<file path="config.mk">
export PLATFORM = sky130hd
export DESIGN_NAME = stream_mux_n
export DESIGN_NICKNAME = d
export VERILOG_FILES = /design/src/rtl/stream_mux_n.sv
export SDC_FILE = /design/constraint.sdc
export NUM_CORES = 1
export LEC_CHECK = 0
export ABC_AREA = 1
export ABC_CLOCK_PERIOD_IN_PS = 4750
export BUFFER_PORTS_ARGS = -buffer_cell sky130_fd_sc_hd__buf_2
export CORE_MARGIN = 1.5
export CORE_UTILIZATION = 25
export DETAILED_ROUTE_END_ITERATION = 12
export SYNTH_ARGS = -nofsm -noshare
export SYNTH_HDL_FRONTEND = slang
export SYNTH_SLANG_ARGS = --single-unit
</file>
<file path="constraint.sdc">
create_clock -name clk -period 4.75 [get_ports clk]
set_clock_uncertainty 0.2 [all_clocks]
set_input_delay 0.95 -clock clk [delete_from_list [all_inputs] [get_ports clk]]
set_output_delay 0.95 -clock clk [all_outputs]
set_load 0.02 [all_outputs]
</file>
<file path="src/rtl/stream_mux_n.sv">
// N:1 stream multiplexer: fixed-select or round-robin arbitration feeding a
// single registered output stage with a valid/ready handshake.
module stream_mux_n #(
    parameter int WIDTH = 8,
    parameter int NCH   = 4,
    parameter int SELW  = 2
) (
    input  logic                  clk,
    input  logic                  rst_n,
    input  logic                  mode,
    input  logic [SELW-1:0]       sel,
    input  logic [NCH*WIDTH-1:0]  in_data,
    input  logic [NCH-1:0]        in_valid,
    output logic [NCH-1:0]        in_ready,
    output logic [WIDTH-1:0]      out_data,
    output logic [SELW-1:0]       out_ch,
    output logic                  out_valid,
    input  logic                  out_ready
);

    localparam logic [SELW:0]   NCH_L  = (SELW+1)'(NCH);
    localparam logic [SELW-1:0] LAST_L = SELW'(NCH - 1);

    logic [SELW-1:0]  ptr_r;
    logic [WIDTH-1:0] data_r;
    logic [SELW-1:0]  ch_r;
    logic             valid_r;

    logic             load_en_s;
    logic             grant_ok_s;
    logic [SELW-1:0]  grant_ch_s;
    logic [SELW-1:0]  idx_s;
    logic             xfer_s;
    logic [WIDTH-1:0] word_s;
    logic [SELW-1:0]  ptr_next_s;

    assign load_en_s = !valid_r | out_ready;

    // Grant selection: explicit select, or first valid channel scanning from ptr
    always_comb begin
        grant_ok_s = 1'b0;
        grant_ch_s = {SELW{1'b0}};
        idx_s      = {SELW{1'b0}};
        if (mode == 1'b0) begin
            grant_ok_s = ({1'b0, sel} < NCH_L);
            grant_ch_s = sel;
        end else begin
            for (int i = 0; i < NCH; i++) begin
                idx_s      = SELW'((int'(ptr_r) + i) % NCH);
                grant_ch_s = (!grant_ok_s && in_valid[idx_s]) ? idx_s : grant_ch_s;
                grant_ok_s = grant_ok_s | in_valid[idx_s];
            end
        end
    end

    // One-hot ready toward the granted producer, suppressed during reset
    always_comb begin
        in_ready = {NCH{1'b0}};
        if (rst_n && load_en_s && grant_ok_s) begin
            in_ready[grant_ch_s] = 1'b1;
        end else begin
            in_ready = {NCH{1'b0}};
        end
    end

    assign xfer_s     = |(in_valid & in_ready);
    assign word_s     = in_data[int'(grant_ch_s)*WIDTH +: WIDTH];
    assign ptr_next_s = (grant_ch_s == LAST_L) ? {SELW{1'b0}} : grant_ch_s + SELW'(1);

    // Output register and round-robin pointer; ptr only moves on round-robin transfers
    always_ff @(posedge clk or negedge rst_n) begin
        if (!rst_n) begin
            valid_r <= 1'b0;
            data_r  <= {WIDTH{1'b0}};
            ch_r    <= {SELW{1'b0}};
            ptr_r   <= {SELW{1'b0}};
        end else if (xfer_s) begin
            valid_r <= 1'b1;
            data_r  <= word_s;
            ch_r    <= grant_ch_s;
            ptr_r   <= mode ? ptr_next_s : ptr_r;
        end else if (out_ready) begin
            valid_r <= 1'b0;
        end else begin
            valid_r <= valid_r;
        end
    end

    assign out_data  = data_r;
    assign out_ch    = ch_r;
    assign out_valid = valid_r;

endmodule
</file>
==> results of run 1 <==
[worst max-delay path: cells and delay by family]
kind          cells  cell delay, ps
fa+ha+maj         1             190
buf+inv           4             400
simple gates      9            1080
[area by class of cell]
| cell class | count | share of cell area |
|---|---|---|
| clock buffer | 4 | 0.02920 |
| inverter | 18 | 0.04542 |
| multi-input combinational | 158 | 0.4907 |
| sequential | 13 | 0.2109 |
| tap | 52 | 0.04217 |
| timing repair buffer | 56 | 0.1817 |
[registers in the layout, indices dropped and copies added (netlist names)]
register,flops
ptr_r,2
out_ch,2
out_valid,1
out_data,8
[cells by family after synthesis]
| logic type | synth area share |
|---|---|
| adder cells (fa/ha/maj) | 0.01064 |
| AO/OA/AOI/OAI | 0.1319 |
| flip-flops | 0.2766 |
| AND/OR/NAND/NOR | 0.5011 |
| buffers and inverters | 0.07979 |
[Yosys cell counts]
library cell / n
a21boi_1: 1
a21oi_1: 2
and2_1: 1
buf_2: 1
buf_4: 1
buf_6: 1
clkinv_1: 1
dfrtp_1: 13
ha_1: 1
inv_1: 14
inv_2: 2
inv_4: 1
nand2_1: 91
nand2_2: 7
nand3_1: 9
nand3_2: 3
nand4_1: 2
nor2_1: 14
nor2_2: 3
nor2_4: 3
nor3_1: 1
o211ai_1: 7
o21ai_0: 9
o21ai_1: 1
o21ai_2: 1
o21bai_1: 1
o21bai_4: 1
[per-layer routing]
metal	vias to the layer above	global-route usage	wire length [um]
li1	721	-	-
met4	0	0.03145	12
met3	2	0.03376	218
met1	579	0.1761	1523
met2	40	0.2378	1521
met5	-	0	0
[worst min-delay path by stage]
stage,startpoint,to,slack (ps),cells after the start
after floorplan,ptr_r[1]$_DFFE_PN0P_,ptr_r[1]$_DFFE_PN0P_,340,2
after global routing,out_data[3]$_DFFE_PN0P_,out_data[3]$_DFFE_PN0P_,300,2
final,out_data[7]$_DFFE_PN0P_,out_data[7]$_DFFE_PN0P_,280,2
after global placement,out_ch[0]$_DFFE_PN0P_,out_ch[0]$_DFFE_PN0P_,260,2
after detailed placement,out_data[3]$_DFFE_PN0P_,out_data[3]$_DFFE_PN0P_,260,2
after CTS,out_data[3]$_DFFE_PN0P_,out_data[3]$_DFFE_PN0P_,280,2
[stage by stage]
step	instances	setup slack, ps	hold slack (ps)	util	total power [mW]
final	301	972.8	276.8	0.3471	0.8858
after global routing	301	741.1	299.4	0.3471	0.9918
after global placement	297	987.5	263.4	0.3370	0.8001
after CTS	301	957.6	282.0	0.3471	0.8983
after detailed placement	297	963.5	262.1	0.3370	0.7983
after floorplan	192	1172	338.7	-	0.6493
[power by group]
part / internal (mW) / switching, mW / leakage (nW)
Sequential: 0.162 / 0.0426 / 0.163
Combinational: 0.193 / 0.390 / 0.710
Clock: 0.0591 / 0.0384 / 0.0228
Total: 0.415 / 0.471 / 0.896
==> impl_metrics.ini, run 1 <==
[run_status]
status = finished with violations
violations = DRC

[cts]
cts_root_buffer = clkbuf_8
clock_sinks = 13
post_cts_buffers = 0
clock_path_buffers = 2
htree_levels = 1
cts_buffers = 3
clk_pin_slew_ps = 60
cts_resized = 0
cts_tree = yes
clock_latency_ps = 240
cts_hold_buf = 0

[power_and_ir_drop]
ir_drop_uv = 205.5
p_leak_nw = 0.8959
power.density_nw_per_um2 = 574.2

[layout]
fin_nets = 293
diodes = 0
nFillCells = 499
regArea_um2 = 325.3
final_common_cell = nand2_1
fin_area_um2 = 1543
drive_gt1_frac = 0.3213
final_cell_mix = nand2_1 (91), buf_2 (56), inv_1 (14), nor2_1 (14), dfrtp_1 (13)
area_delta_synth_final_pct = 31.17
multi_input_area_um2 = 757.0

[worst_hold_path]
hold_path_class = flop to flop

[synthesis]
syn-cell-area_um2 = 1176
ys_ff_latch = 13
syn_nets = 235
yosys_warnings = 0
postSynthCellCount = 192
ys_seq_area_frac = 0.2766
synth_cell_types = 27
syn_avg_cell_area_um2 = 6.126
synth_top_cell_area_share = 0.2904
synthTopCellsByArea = nand2_1 (29%), dfrtp_1 (28%), inv_1 (4.5%)
synth_area_leader_cell = nand2_1

[place]
gp_congestion = 0.7903
place_area_um2 = 1498
hpwl_mm = 2.664
place.port_buffers = 56

[setup_path]
critPathRequiredTime_ps = 3600
startpoint_type = input port
cp-startpoint = in_valid[3]
arrival_ps = 2630
cp_common_cell = nand3_1
worstSetupPathType = input port to primary output
cpMaxStageDelayCell = nand2_2
endpoint = in_ready[3]
path_cells = buf_2 > inv_1 > nand2_1 > nand3_1 > nand2_2 > nor2_2 > nand3_1 > nand2_1 > nand3_1 > nand2_2 > ha_1 > inv_1 > nor2_1 > buf_2
worst-path-max-fanout = 15
r2r-start = ptr_r[0]$_DFFE_PN0P_
crit_path_end_kind = primary output
r2r_slack_ps = 1880
r2r_cells = 18
slowest_delay_ps = 250
r2r_end = ptr_r[1]$_DFFE_PN0P_

[floorplan]
die_area_um2 = 5125
ios = 57
row_count = 24
die_x_um = 71.59
die_h_um = 71.59
start_util = 0.2646
core_region_area_um2 = 4444

[global_route]
overflow = 0
antenna_found_initial = 0
grt_usage = 0.1384
grt_pass1_vias = 1310
grt_first_pass_wirelength_mm = 5.761
grt_max_degree = 16

[run]
cap_viol_max_count = 0

[detailed_routing]
dr.pass1.iters = 8
avgViaCountPerCell = 4.458
wl_mm = 3.276
drc = 2
drt_iter0_drc = 56
num_vias = 1342
wire_per_inst_um = 10.88
ant_nets = 0

[timing]
post-route-min-period_ps = 3777
fin_crit_sh = 0.7952
fmax_mhz = 264.7
fin_setup_tns_ps = 0
hold_viol_final = 0
slew_violations = 0
worst_pin_slew_ps = 415.0
setup_viol = 0
maxSlewHeadroom = 0.7234
rsz0062_at_grt = false
(Power assumes the default switching activity.)
==> run 2: changes to the inputs <==
--- a/config.mk
+++ b/config.mk
@@ -5,8 +5,8 @@
 export SDC_FILE = /design/constraint.sdc
 export NUM_CORES = 1
 export LEC_CHECK = 0
-export ABC_AREA = 1
-export ABC_CLOCK_PERIOD_IN_PS = 4750
+export ABC_AREA = 0
+export ABC_CLOCK_PERIOD_IN_PS = 3900
 export BUFFER_PORTS_ARGS = -buffer_cell sky130_fd_sc_hd__buf_2
 export CORE_MARGIN = 1.5
 export CORE_UTILIZATION = 25
==> constraint.sdc (replaced) <==
create_clock -name clk -period 3.9 [get_ports clk]
set_clock_uncertainty 0.2 [all_clocks]
set_input_delay 0.78 -clock clk [delete_from_list [all_inputs] [get_ports clk]]
set_output_delay 0.78 -clock clk [all_outputs]
set_load 0.02 [all_outputs]
==> run 2 against run 1 <==
  * The run now ends clean
  * Final cell count down 30%
  * Synthesized cell count down 45%
  * Global-route usage down 3.1 points
==> impl_metrics.ini, run 2 <==
[place]
hpwl_mm = 2.093
place.port_buffers = 56
gp_congestion = 0.8572

[worst_hold_path]
hold_path_class = input port to async pin

[synthesis]
synth-edff-count = 0
synth_top_cell_area_share = 0.2863
synth_cell_types = 35
syn_avg_cell_area_um2 = 10.72
ys_seq_area_frac = 0.2863
synth_most_common_cell = mux2i_1
ys_ff_latch = 13
syn-cell-area_um2 = 1136
ys.flop_type = dfrtp_1
synth_area_leader_cell = dfrtp_1
syn_nets = 149
synthTopCellsByCount = mux2i_1 (28), dfrtp_1 (13), mux2_4 (8)
synthArstFlopShare = 1.000
postSynthCellCount = 106
synthTopCellsByArea = dfrtp_1 (29%), mux2i_1 (25%), mux2_4 (11%)
yosys_warnings = 0

[cts]
post_cts_buffers = 0
clock_latency_ps = 230
cts_tree = yes
cts_resized = 0
htree_levels = 1
cts_hold_buf = 0
clk_pin_slew_ps = 50
cts_buffers = 3
clock_path_buffers = 2
cts_root_buffer = clkbuf_8
clock_sinks = 13

[global_route]
grt_pass1_vias = 976
grt_max_degree = 15
overflow = 0
grt_usage = 0.1073
grt_first_pass_wirelength_mm = 4.284
antenna_found_initial = 0

[detailed_routing]
drt_iter0_drc = 62
drc = 0
num_vias = 984
wire_per_inst_um = 12.29
avgViaCountPerCell = 4.642
ant_nets = 0
dr.pass1.iters = 4
wl_mm = 2.605

[setup_path]
worstSetupPathType = input port to primary output
startpoint_type = input port
r2r_slack_ps = 980
crit_path_end_kind = primary output
worst-path-max-fanout = 10
critPathRequiredTime_ps = 2920
arrival_ps = 2420

[timing]
slew_violations = 0
rsz0062_at_grt = false
maxSlewHeadroom = 0.7240
worst_pin_slew_ps = 414.0
post-route-min-period_ps = 3399
fin_setup_tns_ps = 0
fmax_mhz = 294.2
hold_viol_final = 0
setup_viol = 0
fin_crit_sh = 0.8716

[power_and_ir_drop]
power_mw = 0.8608
p_sw_frac = 0.4031
p_seq_frac = 0.308
p_leak_nw = 0.7837
p_int_mw = 0.5138
ir_drop_uv = 224.2
switchingPower_mw = 0.3470
power.density_nw_per_um2 = 584.0
comb_power_share = 0.557
power_frac_clock = 0.135

[layout]
largest_reg_flops = 8
fin_nets = 204
area_delta_synth_final_pct = 29.74
final_cell_mix = buf_2 (56), mux2i_1 (28), dfrtp_1 (13)
final_common_cell = buf_2
drive_gt1_frac = 0.4875
diodes = 0

[floorplan]
core_region_area_um2 = 4354
ios = 57
die_h_um = 70.41
die_x_um = 70.41
die_area_um2 = 4958
start_util = 0.2609
row_count = 24

[run_status]
status = complete, no violations

[run]
cap_viol_max_count = 0
run 2: worst paths after layout:
kind / start / end / depth (start not counted)
worst max-delay path: in_valid[3] / in_ready[3] / 10
worst min-delay path: rst_n / ptr_r[1]$_DFFE_PN0P_ / 1
worst max register to register: ptr_r[1]$_DFFE_PN0P_ / ptr_r[1]$_DFFE_PN0P_ / 9
worst min register to register: out_valid$_DFFE_PN0P_ / out_valid$_DFFE_PN0P_ / 2
max in group asynchronous: rst_n / ptr_r[0]$_DFFE_PN0P_ / 1
min in group clk: out_valid$_DFFE_PN0P_ / out_valid$_DFFE_PN0P_ / 2
run 2: kinds of logic (layout without fill, tap and decap cells):
family	after synthesis	in the layout	synth area share
simple gates	25	25	0.1278
compound gates	15	15	0.1090
buf+inv	13	67	0.08370
mux	39	39	0.3822
flops	13	13	0.2863
fa+ha+maj	1	1	0.01101
run 2: through the flow:
stage | util | worst slack [ps] | hold WS, ps | cell area [um2] | cells
2_1_floorplan | - | 496.5 | 284.4 | 1136 | 106
3_3_place_gp | 0.3282 | 483.8 | 291.3 | 1429 | 208
3_5_place_dp | 0.3282 | 510.9 | 288.2 | 1429 | 208
4_1_cts | 0.3385 | 500.0 | 236.5 | 1474 | 212
5_1_grt | 0.3385 | 384.1 | 245.2 | 1474 | 212
6_report | 0.3385 | 500.8 | 227.7 | 1474 | 212
run 2: cell type report:
class	instances	area, um2
fillers	448	2880
multi-input cells	80	715.7
inverters	6	35.03
well taps	52	65.06
clock buffers	4	45.04
repair buffers	57	287.8
flip-flops and latches	13	325.3
run 2: critical path, stage by stage:
cell      delay [ps]
buf_2            130
inv_1             90
a31o_1           210
or3_1            380
and2_4           240
clkinv_8          80
ha_1             160
inv_1             50
nor2_1           110
buf_2            180
run 2: power groups by stage:
stage          logic [mW]  registers, mW  clock network (mW)
6_report            0.479          0.265               0.116
5_1_grt             0.519          0.278               0.125
4_1_cts             0.487          0.264               0.120
3_5_place_dp        0.489          0.262                   0
3_3_place_gp        0.482          0.269                   0
2_1_floorplan       0.332          0.309                   0
run 2: layer usage:
layer  part of all wire  GRT usage  up-vias
met3              0.079    0.02309        2
met2               0.43     0.1667       48
met5                  0          0        -
li1                   -          -      497
met1               0.48     0.1460      437
met4             0.0088    0.03846        0
==> run 3: changes to the inputs <==
--- a/config.mk
+++ b/config.mk
@@ -11,6 +11,7 @@
 export CORE_MARGIN = 1.5
 export CORE_UTILIZATION = 25
 export DETAILED_ROUTE_END_ITERATION = 12
+export PLACE_DENSITY = 0.52
 export SYNTH_ARGS = -nofsm -noshare
 export SYNTH_HDL_FRONTEND = slang
 export SYNTH_SLANG_ARGS = --single-unit
==> run 3 against run 2 <==
  * Sequential share of layout area grew 0.094 points
  * Maximum frequency shrank 2.4%
  * Via count grew 1.6%
  * Setup slack lost 82 ps
  * Utilization shrank 0.14 points
  * Register-to-register slack lost 110 ps
  * Power grew 0.23%
  * Hold slack lost 3.2 ps
  * Combinational power is essentially flat
  * Critical path type unchanged
  * Largest power group unchanged
  * Highest routed layer unchanged
==> impl_metrics.ini, run 3 (synthesized netlist as in run 2, its figures left out) <==
[floorplan]
start_util = 0.2609
ios = 57
core_region_area_um2 = 4354
row_count = 24
die_h_um = 70.41
die_x_um = 70.41
die_area_um2 = 4958

[timing]
fin_setup_tns_ps = 0
slew_violations = 0
fmax_mhz = 287.2
fin_crit_sh = 0.8927
post-route-min-period_ps = 3481
setup_viol = 0
hold_viol_final = 0
maxSlewHeadroom = 0.5798
worst_pin_slew_ps = 630.3
rsz0062_at_grt = false

[cts]
cts_buffers = 3
clock_path_buffers = 2
cts_hold_buf = 0
clock_sinks = 13
post_cts_buffers = 0
clk_pin_slew_ps = 60
cts_resized = 0
cts_root_buffer = clkbuf_8
htree_levels = 1
cts_tree = yes
clock_latency_ps = 240

[layout]
diodes = 0
fin_nets = 203
nFillCells = 456
drive_gt1_frac = 0.4906
final_common_cell = buf_2
largest_reg_flops = 8
area_delta_synth_final_pct = 29.19
final_cell_mix = buf_2 (56), mux2i_1 (28), dfrtp_1 (13)

[setup_path]
r2r_cells = 7
arrival_ps = 2500
critPathRequiredTime_ps = 2920
worst-path-max-fanout = 21
slowest_delay_ps = 580
worstSetupPathType = input port to primary output
cpMaxStageDelayCell = a31o_2
crit_path_end_kind = primary output
startpoint_type = input port
cp_common_cell = buf_2
path_cells = buf_2 > nor2b_1 > a311o_1 > a31o_2 > ha_1 > inv_1 > nor2_1 > buf_2

[detailed_routing]
wl_mm = 2.720
avgViaCountPerCell = 4.739
ant_nets = 0
wire_per_inst_um = 12.89
drc = 0
drt_iter0_drc = 54
dr.pass1.iters = 4
num_vias = 1000

[worst_hold_path]
hold_path_class = input port to async pin

[power_and_ir_drop]
ir_drop_uv = 254.7
power.density_nw_per_um2 = 587.8
power_mw = 0.8628
p_leak_nw = 0.7815

[global_route]
antenna_found_initial = 0
grt_usage = 0.1104
grt_pass1_vias = 1008
grt_max_degree = 22
overflow = 0
grt_first_pass_wirelength_mm = 4.464

[place]
place.port_buffers = 56
hpwl_mm = 2.167
gp_congestion = 0.8762

[run_status]
status = complete, no violations

[run]
cap_viol_max_count = 0
## run 3: changes by cell type in the layout (fill, tap and decap cells not counted), sizes merged
cell and delta:
buf -1, clkbuf -1, clkinv +1
## run 3: final cells by class
type / instances / area, um2 / area share
timing repair buffer: 56 / 280.3 / 0.1910
sequential: 13 / 325.3 / 0.2217
clock buffer: 3 / 41.29 / 0.02813
tap: 52 / 65.06 / 0.04433
multi-input combinational: 80 / 715.7 / 0.4876
inverter: 6 / 35.03 / 0.02387
clock inverter: 1 / 5.005 / 0.003410
## run 3: metal layers
| layer | track usage | share of wire |
|---|---|---|
| met1 | 0.1453 | 0.45 |
| met2 | 0.1761 | 0.46 |
| met3 | 0.02597 | 0.081 |
| met4 | 0.03846 | 0.0037 |
| met5 | 0 | 0 |
## run 3: report_power, final
part | switching [mW] | internal (mW)
Sequential | 0.0633 | 0.203
Combinational | 0.243 | 0.237
Clock | 0.0461 | 0.0704
## run 3: final timing paths
| path | startpoint | slack (ps) | to |
|---|---|---|---|
| worst max-delay path | in_valid[2] | 420 | in_ready[3] |
| worst min-delay path | rst_n | 220 | out_data[2]$_DFFE_PN0P_ |
| worst max register to register | ptr_r[1]$_DFFE_PN0P_ | 870 | out_data[5]$_DFFE_PN0P_ |
| worst min register to register | out_valid$_DFFE_PN0P_ | 300 | out_valid$_DFFE_PN0P_ |
| max in group asynchronous | rst_n | 3040 | out_data[6]$_DFFE_PN0P_ |
| min in group clk | out_valid$_DFFE_PN0P_ | 300 | out_valid$_DFFE_PN0P_ |
## run 3: stage by stage
stage	instance area (um2)	hold WS [ps]	std cells	utilization	worst slack (ps)
6_report	1468	224.5	211	0.3371	418.6
5_1_grt	1468	243.5	211	0.3371	253.7
4_1_cts	1468	229.2	211	0.3371	394.7
3_5_place_dp	1421	289.7	207	0.3264	395.9
3_3_place_gp	1421	297.0	207	0.3264	513.0
2_1_floorplan	1136	284.4	106	-	496.5
## run 3: critical path: cells and delay by family
kind,cells,cell delay [ps]
compound gates,2,760
simple gates,2,270
buf+inv,3,400
fa+ha+maj,1,280
